--- config.mk ---
export PLATFORM = sky130hd
export DESIGN_NAME = prog1_hamming_seq
export DESIGN_NICKNAME = d
export VERILOG_FILES = /design/src/rtl/prog1_pkg.sv /design/src/rtl/hamming_enc.sv /design/src/rtl/prog1_hamming_seq.sv
export SDC_FILE = /design/constraint.sdc
export NUM_CORES = 1
export LEC_CHECK = 0
export BUFFER_PORTS_ARGS = -buffer_cell sky130_fd_sc_hd__buf_2
export CAP_MARGIN = 20
export CORE_MARGIN = 5
export CORE_UTILIZATION = 30
export CTS_BUF_LIST = sky130_fd_sc_hd__clkbuf_4
export DETAILED_ROUTE_END_ITERATION = 8
export PLACE_DENSITY = 0.48
export SYNTH_ARGS = -nofsm -noshare
export SYNTH_HDL_FRONTEND = slang
export SYNTH_SLANG_ARGS = --single-unit
--- constraint.sdc ---
create_clock -name clk -period 2.1 [get_ports clk]
set_input_delay 0 -clock clk [delete_from_list [all_inputs] [get_ports clk]]
set_output_delay 0 -clock clk [all_outputs]
set_load 0.02 [all_outputs]
--- src/rtl/prog1_pkg.sv ---
// Shared types and helpers for the program-1 Hamming(16,11) SECDED sequencer and its
// future checker siblings.
package prog1_pkg;

    typedef enum logic [2:0] {
        StIdle,
        StRdLo,
        StRdHi,
        StWrHi,
        StWrLo,
        StDone
    } state_e;

    localparam int unsigned P8_POS = 8;
    localparam int unsigned P4_POS = 4;
    localparam int unsigned P2_POS = 2;
    localparam int unsigned P1_POS = 1;
    localparam int unsigned P0_POS = 0;

    // Codeword layout: {d11..d5, p8, d4, d3, d2, p4, d1, p2, p1, p0}.
    function automatic logic [15:0] ham_pack(input logic [11:1] d);
        logic [15:0] cw;
        cw          = '0;
        cw[15:9]    = d[11:5];
        cw[7:5]     = d[4:2];
        cw[3]       = d[1];
        cw[P8_POS]  = ^d[11:5];
        cw[P4_POS]  = (^d[11:8]) ^ (^d[4:2]);
        cw[P2_POS]  = d[11] ^ d[10] ^ d[7] ^ d[6] ^ d[4] ^ d[3] ^ d[1];
        cw[P1_POS]  = d[11] ^ d[9] ^ d[7] ^ d[5] ^ d[4] ^ d[2] ^ d[1];
        cw[P0_POS]  = (^d) ^ cw[P8_POS] ^ cw[P4_POS] ^ cw[P2_POS] ^ cw[P1_POS];
        return cw;
    endfunction

endpackage

--- src/rtl/hamming_enc.sv ---
// Combinational Hamming(16,11) SECDED encoder: 11 data bits in, packed codeword out.
module hamming_enc
    import prog1_pkg::*;
(
    input  logic [10:0] data,
    output logic [15:0] code
);

    assign code = ham_pack(data);

endmodule

--- src/rtl/prog1_hamming_seq.sv ---
// Program-1 sequencer: reads 11-bit messages from data memory, encodes them and writes
// 16-bit codewords back, sharing the memory port through an external req/gnt arbiter.
module prog1_hamming_seq
    import prog1_pkg::*;
#(
    parameter int unsigned NUM_MSG  = 15,
    parameter int unsigned SRC_BASE = 0,
    parameter int unsigned DST_BASE = 30,
    parameter int unsigned AW       = 8
) (
    input  logic          clk,
    input  logic          reset,
    input  logic          start,
    input  logic          mem_gnt,
    input  logic [7:0]    mem_rdat,
    output logic          mem_req,
    output logic [AW-1:0] mem_addr,
    output logic          mem_wr_en,
    output logic [7:0]    mem_wdat,
    output logic          busy,
    output logic          done
);

    localparam logic [6:0] LastIdx = 7'(NUM_MSG - 1);

    state_e      state_q, state_d;
    logic [6:0]  i_q, i_d;
    logic [11:1] d_q, d_d;
    logic        done_q, done_d;
    logic [15:0] code;

    logic [AW-1:0] lo_off, src_lo, dst_lo;

    hamming_enc u_enc (
        .data (d_q),
        .code (code)
    );

    always_ff @(posedge clk) begin
        if (reset) begin
            state_q <= StIdle;
            i_q     <= '0;
            d_q     <= '0;
            done_q  <= 1'b0;
        end else begin
            state_q <= state_d;
            i_q     <= i_d;
            d_q     <= d_d;
            done_q  <= done_d;
        end
    end

    always_comb begin
        state_d = state_q;
        i_d     = i_q;
        d_d     = d_q;
        unique case (state_q)
            StIdle, StDone: begin
                if (start) begin
                    state_d = StRdLo;
                    i_d     = '0;
                end
            end
            StRdLo: begin
                if (mem_gnt) begin
                    d_d[8:1] = mem_rdat;
                    state_d  = StRdHi;
                end
            end
            StRdHi: begin
                if (mem_gnt) begin
                    d_d[11:9] = mem_rdat[2:0];
                    state_d   = StWrHi;
                end
            end
            StWrHi: begin
                if (mem_gnt) state_d = StWrLo;
            end
            StWrLo: begin
                if (mem_gnt) begin
                    if (i_q == LastIdx) begin
                        state_d = StDone;
                    end else begin
                        i_d     = i_q + 7'd1;
                        state_d = StRdLo;
                    end
                end
            end
            default: state_d = StIdle;
        endcase
    end

    // done rises one cycle after reaching DONE and drops on the edge that accepts a new start.
    assign done_d = (state_q == StDone) && !start;
    assign done   = done_q;

    assign lo_off = AW'({i_q, 1'b0});
    assign src_lo = AW'(SRC_BASE) + lo_off;
    assign dst_lo = AW'(DST_BASE) + lo_off;

    always_comb begin
        mem_req   = 1'b0;
        mem_addr  = '0;
        mem_wr_en = 1'b0;
        mem_wdat  = '0;
        unique case (state_q)
            StRdLo: begin
                mem_req  = 1'b1;
                mem_addr = src_lo;
            end
            StRdHi: begin
                mem_req  = 1'b1;
                mem_addr = src_lo + AW'(1);
            end
            StWrHi: begin
                mem_req   = 1'b1;
                mem_wr_en = 1'b1;
                mem_addr  = dst_lo + AW'(1);
                mem_wdat  = code[15:8];
            end
            StWrLo: begin
                mem_req   = 1'b1;
                mem_wr_en = 1'b1;
                mem_addr  = dst_lo;
                mem_wdat  = code[7:0];
            end
            default: ;
        endcase
    end

    assign busy = mem_req;

endmodule

Word-level counts from Yosys, hierarchy flattened
Index checks and enable logic that the tools add are counted.
{"block": "word_totals", "regBits": 22, "in_bits": 12, "output_inout_bits": 20, "elab_cells": 68}
{"block": "op_classes", "add_sub_neg": 4, "n_eq_ne": 12, "mux": 15, "n_bitwise": 17, "reduce_logical": 15}
{"cell": "case mux 8 bit (4 select lines)", "n": 1}
{"cell": "two-way mux 7 bit", "n": 3}
{"cell": "two-way mux 3 bit", "n": 6}
{"cell": "XOR 1 bit", "n": 17}
{"cell": "adder 8 x 1 -> 8 bit, second input constant", "n": 2}
{"cell": "case mux 8 bit (2 select lines)", "n": 1}
{"cell": "case mux 3 bit (5 select lines)", "n": 1}
{"cell": "case mux 7 bit (2 select lines)", "n": 1}
{"cell": "inequality test 2 bit, second input constant", "n": 6}
{"cell": "parity 11 bit", "n": 1}
{"cell": "adder 5 x 8 -> 8 bit, first input constant", "n": 1}
{"cell": "adder 7 x 1 -> 7 bit, second input constant", "n": 1}
{"cell": "equality test 7 x 4 -> 1 bit, second input constant", "n": 1}
{"cell": "parity 7 bit", "n": 1}
{"cell": "equality test 3 x 2 -> 1 bit, second input constant", "n": 2}
{"cell": "equality test 3 bit, second input constant", "n": 2}
{"cell": "AND reduction 5 bit", "n": 1}
{"cell": "AND reduction 2 bit", "n": 2}
{"cell": "AND reduction 4 bit", "n": 1}
{"cell": "OR reduction 2 bit", "n": 2}
{"cell": "OR reduction 4 bit", "n": 1}
{"cell": "parity 4 bit", "n": 1}
{"cell": "equality test 3 x 1 -> 1 bit, second input constant", "n": 1}
{"cell": "zero test 3 bit", "n": 1}
{"cell": "other kinds (5)", "n": 6}

Depth between registers and ports, before layout
{"block": "logic_depth", "depth_word": 9, "depth_mapped": 8}

Modules after synthesis
Synthesis repeated with hierarchy kept, for this count alone.
{"block": "unflattened", "cells_unflattened": 186, "area_unflattened_um2": 1620.3}
{"mod": "prog1_hamming_seq", "n_inst": 1, "cells_each": 157, "area_per_inst_um2": 1351.3, "seq_area_each_um2": 440.4}
{"mod": "hamming_enc", "n_inst": 1, "cells_each": 29, "area_per_inst_um2": 269.0, "seq_area_each_um2": 0.0}

Worst setup path before layout
No wires, ideal clock.
{"block": "synth_timing", "path_kind": "register -> output", "start": "register state_q[0]", "end": "output port mem_addr[7]", "t_arrival_ns": 1.897, "path_slack_ns": 0.203, "path_stages_with_launch": 7, "path_buffers": 3, "cell_sequence": "dfxtp_1 buf_2 and3b_1 buf_2 nor2_1 buf_2 o41ai_1"}
{"block": "synth_via", "elab_chain_len": 2, "elab_cells_between_ends": 5, "classes_between": "eq/ne (4); mux (1)"}
{"item": "start, declared", "line_no": "prog1_hamming_seq.sv:26", "text": "state_e state_q, state_d;"}
{"item": "start signal, assigned", "line_no": "prog1_hamming_seq.sv:41", "text": "state_q <= StIdle;"}
{"item": "start signal, assigned", "line_no": "prog1_hamming_seq.sv:46", "text": "state_q <= state_d;"}
{"item": "equality test 3 bit, or another cell as far along", "line_no": "prog1_hamming_seq.sv:106", "text": "unique case (state_q)"}
{"item": "case mux 8 bit (4 select lines) *", "line_no": "prog1_hamming_seq.sv:106"}
{"item": "end, declared", "line_no": "prog1_hamming_seq.sv:17", "text": "output logic [AW-1:0] mem_addr,"}
Mark *: on every way between the ends. The rest lies on a longest branch, timed or not.

Worst setup path in the final report
{"block": "layout_timing", "start": "register state_q[2]", "end": "output port mem_wdat[4]"}
{"block": "layout_via", "elab_chain_len": 2, "elab_cells_between_ends": 3, "classes_between": "eq/ne (2); mux (1)"}
{"item": "equality test 3 bit / equality test 3 x 2 -> 1 bit (equally long branches)", "line_no": "prog1_hamming_seq.sv:106"}
{"item": "case mux 8 bit (2 select lines) *", "line_no": "prog1_hamming_seq.sv:106"}
{"item": "end, declared", "line_no": "prog1_hamming_seq.sv:19", "text": "output logic [7:0] mem_wdat,"}
Marked as above.

==> results by group <==
Outcome
  • Status: completed

Synthesis
  • Synth Instances: 184
  • Synth top cells by count: nor2_1 (29), xnor2_1 (24), dfxtp_1 (22), nand2_1 (13)
  • Synth unique cells: 42
  • Most numerous cell in the Yosys netlist: nor2_1
  • Yosys top cell by area: dfxtp_1
  • Seq cells post-synth: 22
  • Top-area cell type share of the netlist area: roughly 29%
  • Post-synth EDFFs: 0
  • Ys Warns: 0
  • Syn avg cell area: 8.38 sq um
  • Cell Area, Synth: approximately 1500 sq um
  • FFs w/ async S/R, synth: 0%
  • Post-synthesis sequential area ratio: ~29%
  • Top_reg_cell synth: dfxtp_1
  • Synth top area cells: dfxtp_1 (29%), xnor2_1 (14%), nor2_1 (7.1%)
  • Mapped Nets: slightly below 200

Clock network
  • Number of H-tree levels: 1
  • Clock Latency Late Sink: about 0.31 ns
  • CTS tree: done
  • Clock sinks: 22
  • Clock slew at reported path FFs: 0.12 ns
  • Root Buffer: clkbuf_4
  • Clock tree buffer depth: 2
  • Num CTS Buffers: 3

Worst setup path
  • CP Class: reg -> out
  • Slowest CP cell: dfxtp_1
  • Worst path cell trace: nor3b_2 > buf_4 > a21oi_1 > o22ai_1 > buf_2
  • Worst Path Required: about 2.1 ns
  • CP peak stage delay: 0.54 ns
  • Worst Path Max Fanout: 10
  • Worst Setup End Kind: output port
  • Worst setup SP type: flop
  • WP buf/inv: 2
  • Worst endpoint data arrival time: approximately 1.9 ns
  • Crit-path leading delay family: flip-flops

Place
  • DP Wirelength: approximately 2600 microns
  • DP Cell Count: around 280
  • I/O Buffers: 31
  • Routability cong.: 0.762

Cells and area
  • Finished Layout Cells: between 200 and 300
  • Antenna cell count: 0
  • Share of layout cells above drive strength 1: between 20% and 30%
  • Final net count: roughly 240
  • Fillers: around 530
  • Area grow syn2layout: 19.7%

Run
  • Max-cap viol count: 0

Floorplanning
  • Die width: 81.7 microns
  • Starting Density: between 30% and 40%
  • Die Ht: about 80 microns
  • Core footprint: just over 5000 sq um
  • Rows: 26
  • I/O Pins: 32
  • Die ar.: about 6700 sq um

Route
  • WL final: between 3000 and 4000 microns
  • Vias per std cell: 4.55
  • Antenna Nets Post-Route: 0
  • Via Count: around 1300
  • Drt drc: 0
  • DR iter-0 viols: 25
  • TritonRoute pass-1 iters: 4
  • Routed len/inst: around 12 microns

Timing
  • Unrepaired setup endpoints after global routing: false
  • Skew final: 0.00635 ns
  • Worst-Margin Slew: approximately 0.44 ns
  • Max Transition Viols Final: 0
  • Period utilisation layout: about nine tenths
  • Final hold violation count: 0
  • # setup viols final: 0
  • Rel. slew slack: 70.5%
  • Minimum clock period: 1.89 ns
  • Setup_tns: 0 ns
  • Fmax: between 500 and 600 MHz

GRT
  • All-layer global routing usage: 11.3%
  • Largest net degree at the start of global routing: 17
  • Grt ovf: 0
  • Initial antenna violation count: 0
  • Vias in the first global route: around 1400
  • First-pass GRT wire length: around 6000 microns

Power and ir drop
  • Worst IR drop on VDD: ~0.24 mV
  • PwrDens: 515 nW/um^2
  • P_leak: between 0.7 and 0.8 nW

Min path
  • Hold Crit Class: in -> reg
-- registers in the layout (all words and copies together) (netlist names) --
| signal | count |
|---|---|
| d_q | 11 |
| i_q | 7 |
| state_q | 3 |
| done | 1 |
-- metal layers --
| metal | GRT usage [%] | routed length (microns) |
|---|---|---|
| met1 | 13.9 | 1700 |
| met2 | 19.8 | 1560 |
| met3 | 2.08 | 134 |
| met4 | 3.99 | 45 |
| met5 | 0 | 0 |
-- layout by cell type (no fill, tap or decap), drive strengths merged, types with 3 or more instances in the layout --
cell,synthesis,final
buf,10,38
nor2,29,29
dlygate4sd3,0,9
o21ai,10,10
mux2i,10,10
a22o,7,7
ha,3,3
xnor2,24,24
xor2,5,5
a21oi,10,10
inv,4,4
nand2,14,14
and3b,3,3
clkbuf,4,3
dfxtp,22,22
nand2b,3,3
-- cell families (layout without fill, tap and decap cells) --
kind of cell | Yosys count | in the layout | share of synthesized area [%]
AOI/OAI and AO/OA | 37 | 37 | 16.6
buffers and inverters | 19 | 54 | 8.51
adders and majority gates | 3 | 3 | 2.43
DFF | 22 | 22 | 28.5
muxes | 10 | 10 | 6.49
and+or+nand+nor | 64 | 64 | 20.9
xor gates and xnor gates | 29 | 29 | 16.5
-- worst register-to-register path: stages (launching register included) --
cell and delay (ns):
dfxtp_1 0.47, ha_1 0.20, or4b_4 0.49, o2111ai_4 0.26
a21boi_0 0.15, xnor2_1 0.15, nor2_1 0.05
-- report_power, final --
group | switching, mW | internal [mW] | total, mW
sequential | 0.0299 | 0.435 | 0.465
combinational | 0.157 | 0.137 | 0.293
clock | 0.127 | 0.0670 | 0.194
total | 0.314 | 0.638 | 0.952
-- through the flow --
step / hold WS, ns / area [sq um] / setup slack [ns] / total power [mW] / utilization [%]
3_3_place_gp: 0.229 / 1720 / 0.253 / 0.757 / 34.1
3_5_place_dp: 0.226 / 1720 / 0.234 / 0.757 / 34.1
2_1_floorplan: 0.0767 / 1540 / 0.203 / 0.694 / -
5_1_grt: 0.0669 / 1850 / 0.0294 / 1.02 / 36.6
4_1_cts: 0.0442 / 1840 / 0.128 / 0.968 / 36.4
6_report: 0.0442 / 1850 / 0.210 / 0.952 / 36.6
-- area by class of cell --
| cell class | count | area (sq um) | share of cell area (%) |
|---|---|---|---|
| multi-input cells | 143 | 983 | 53.3 |
| flip-flops and latches | 22 | 440 | 23.8 |
| repair buffers | 47 | 298 | 16.1 |
| well taps | 70 | 87.6 | 4.74 |
| clock buffers | 3 | 22.5 | 1.22 |
| inverters | 4 | 15.0 | 0.813 |
-- final timing paths --
| check | startpoint | end | slack (ns) | cells after the start |
|---|---|---|---|---|
| worst min register to register | d_q[2] | d_q[2] | 0.56 | 2 |
| worst max register to register | i_q[1] | i_q[2] | 0.23 | 6 |
| worst min-delay path | reset | d_q[7] | 0.04 | 2 |
| worst max-delay path | state_q[2] | mem_wdat[4] | 0.21 | 5 |
-- repair_timing --
action | 4_1_cts | 5_1_grt
hold endpoints to repair | 12 | 0
setup endpoints to repair | 4 | 4
buffers inserted | 0 | 0
resized for setup | 1 | 2
hold buffers | 9 | 0
pin swaps | 0 | 0
(Power assumes the default switching activity.)
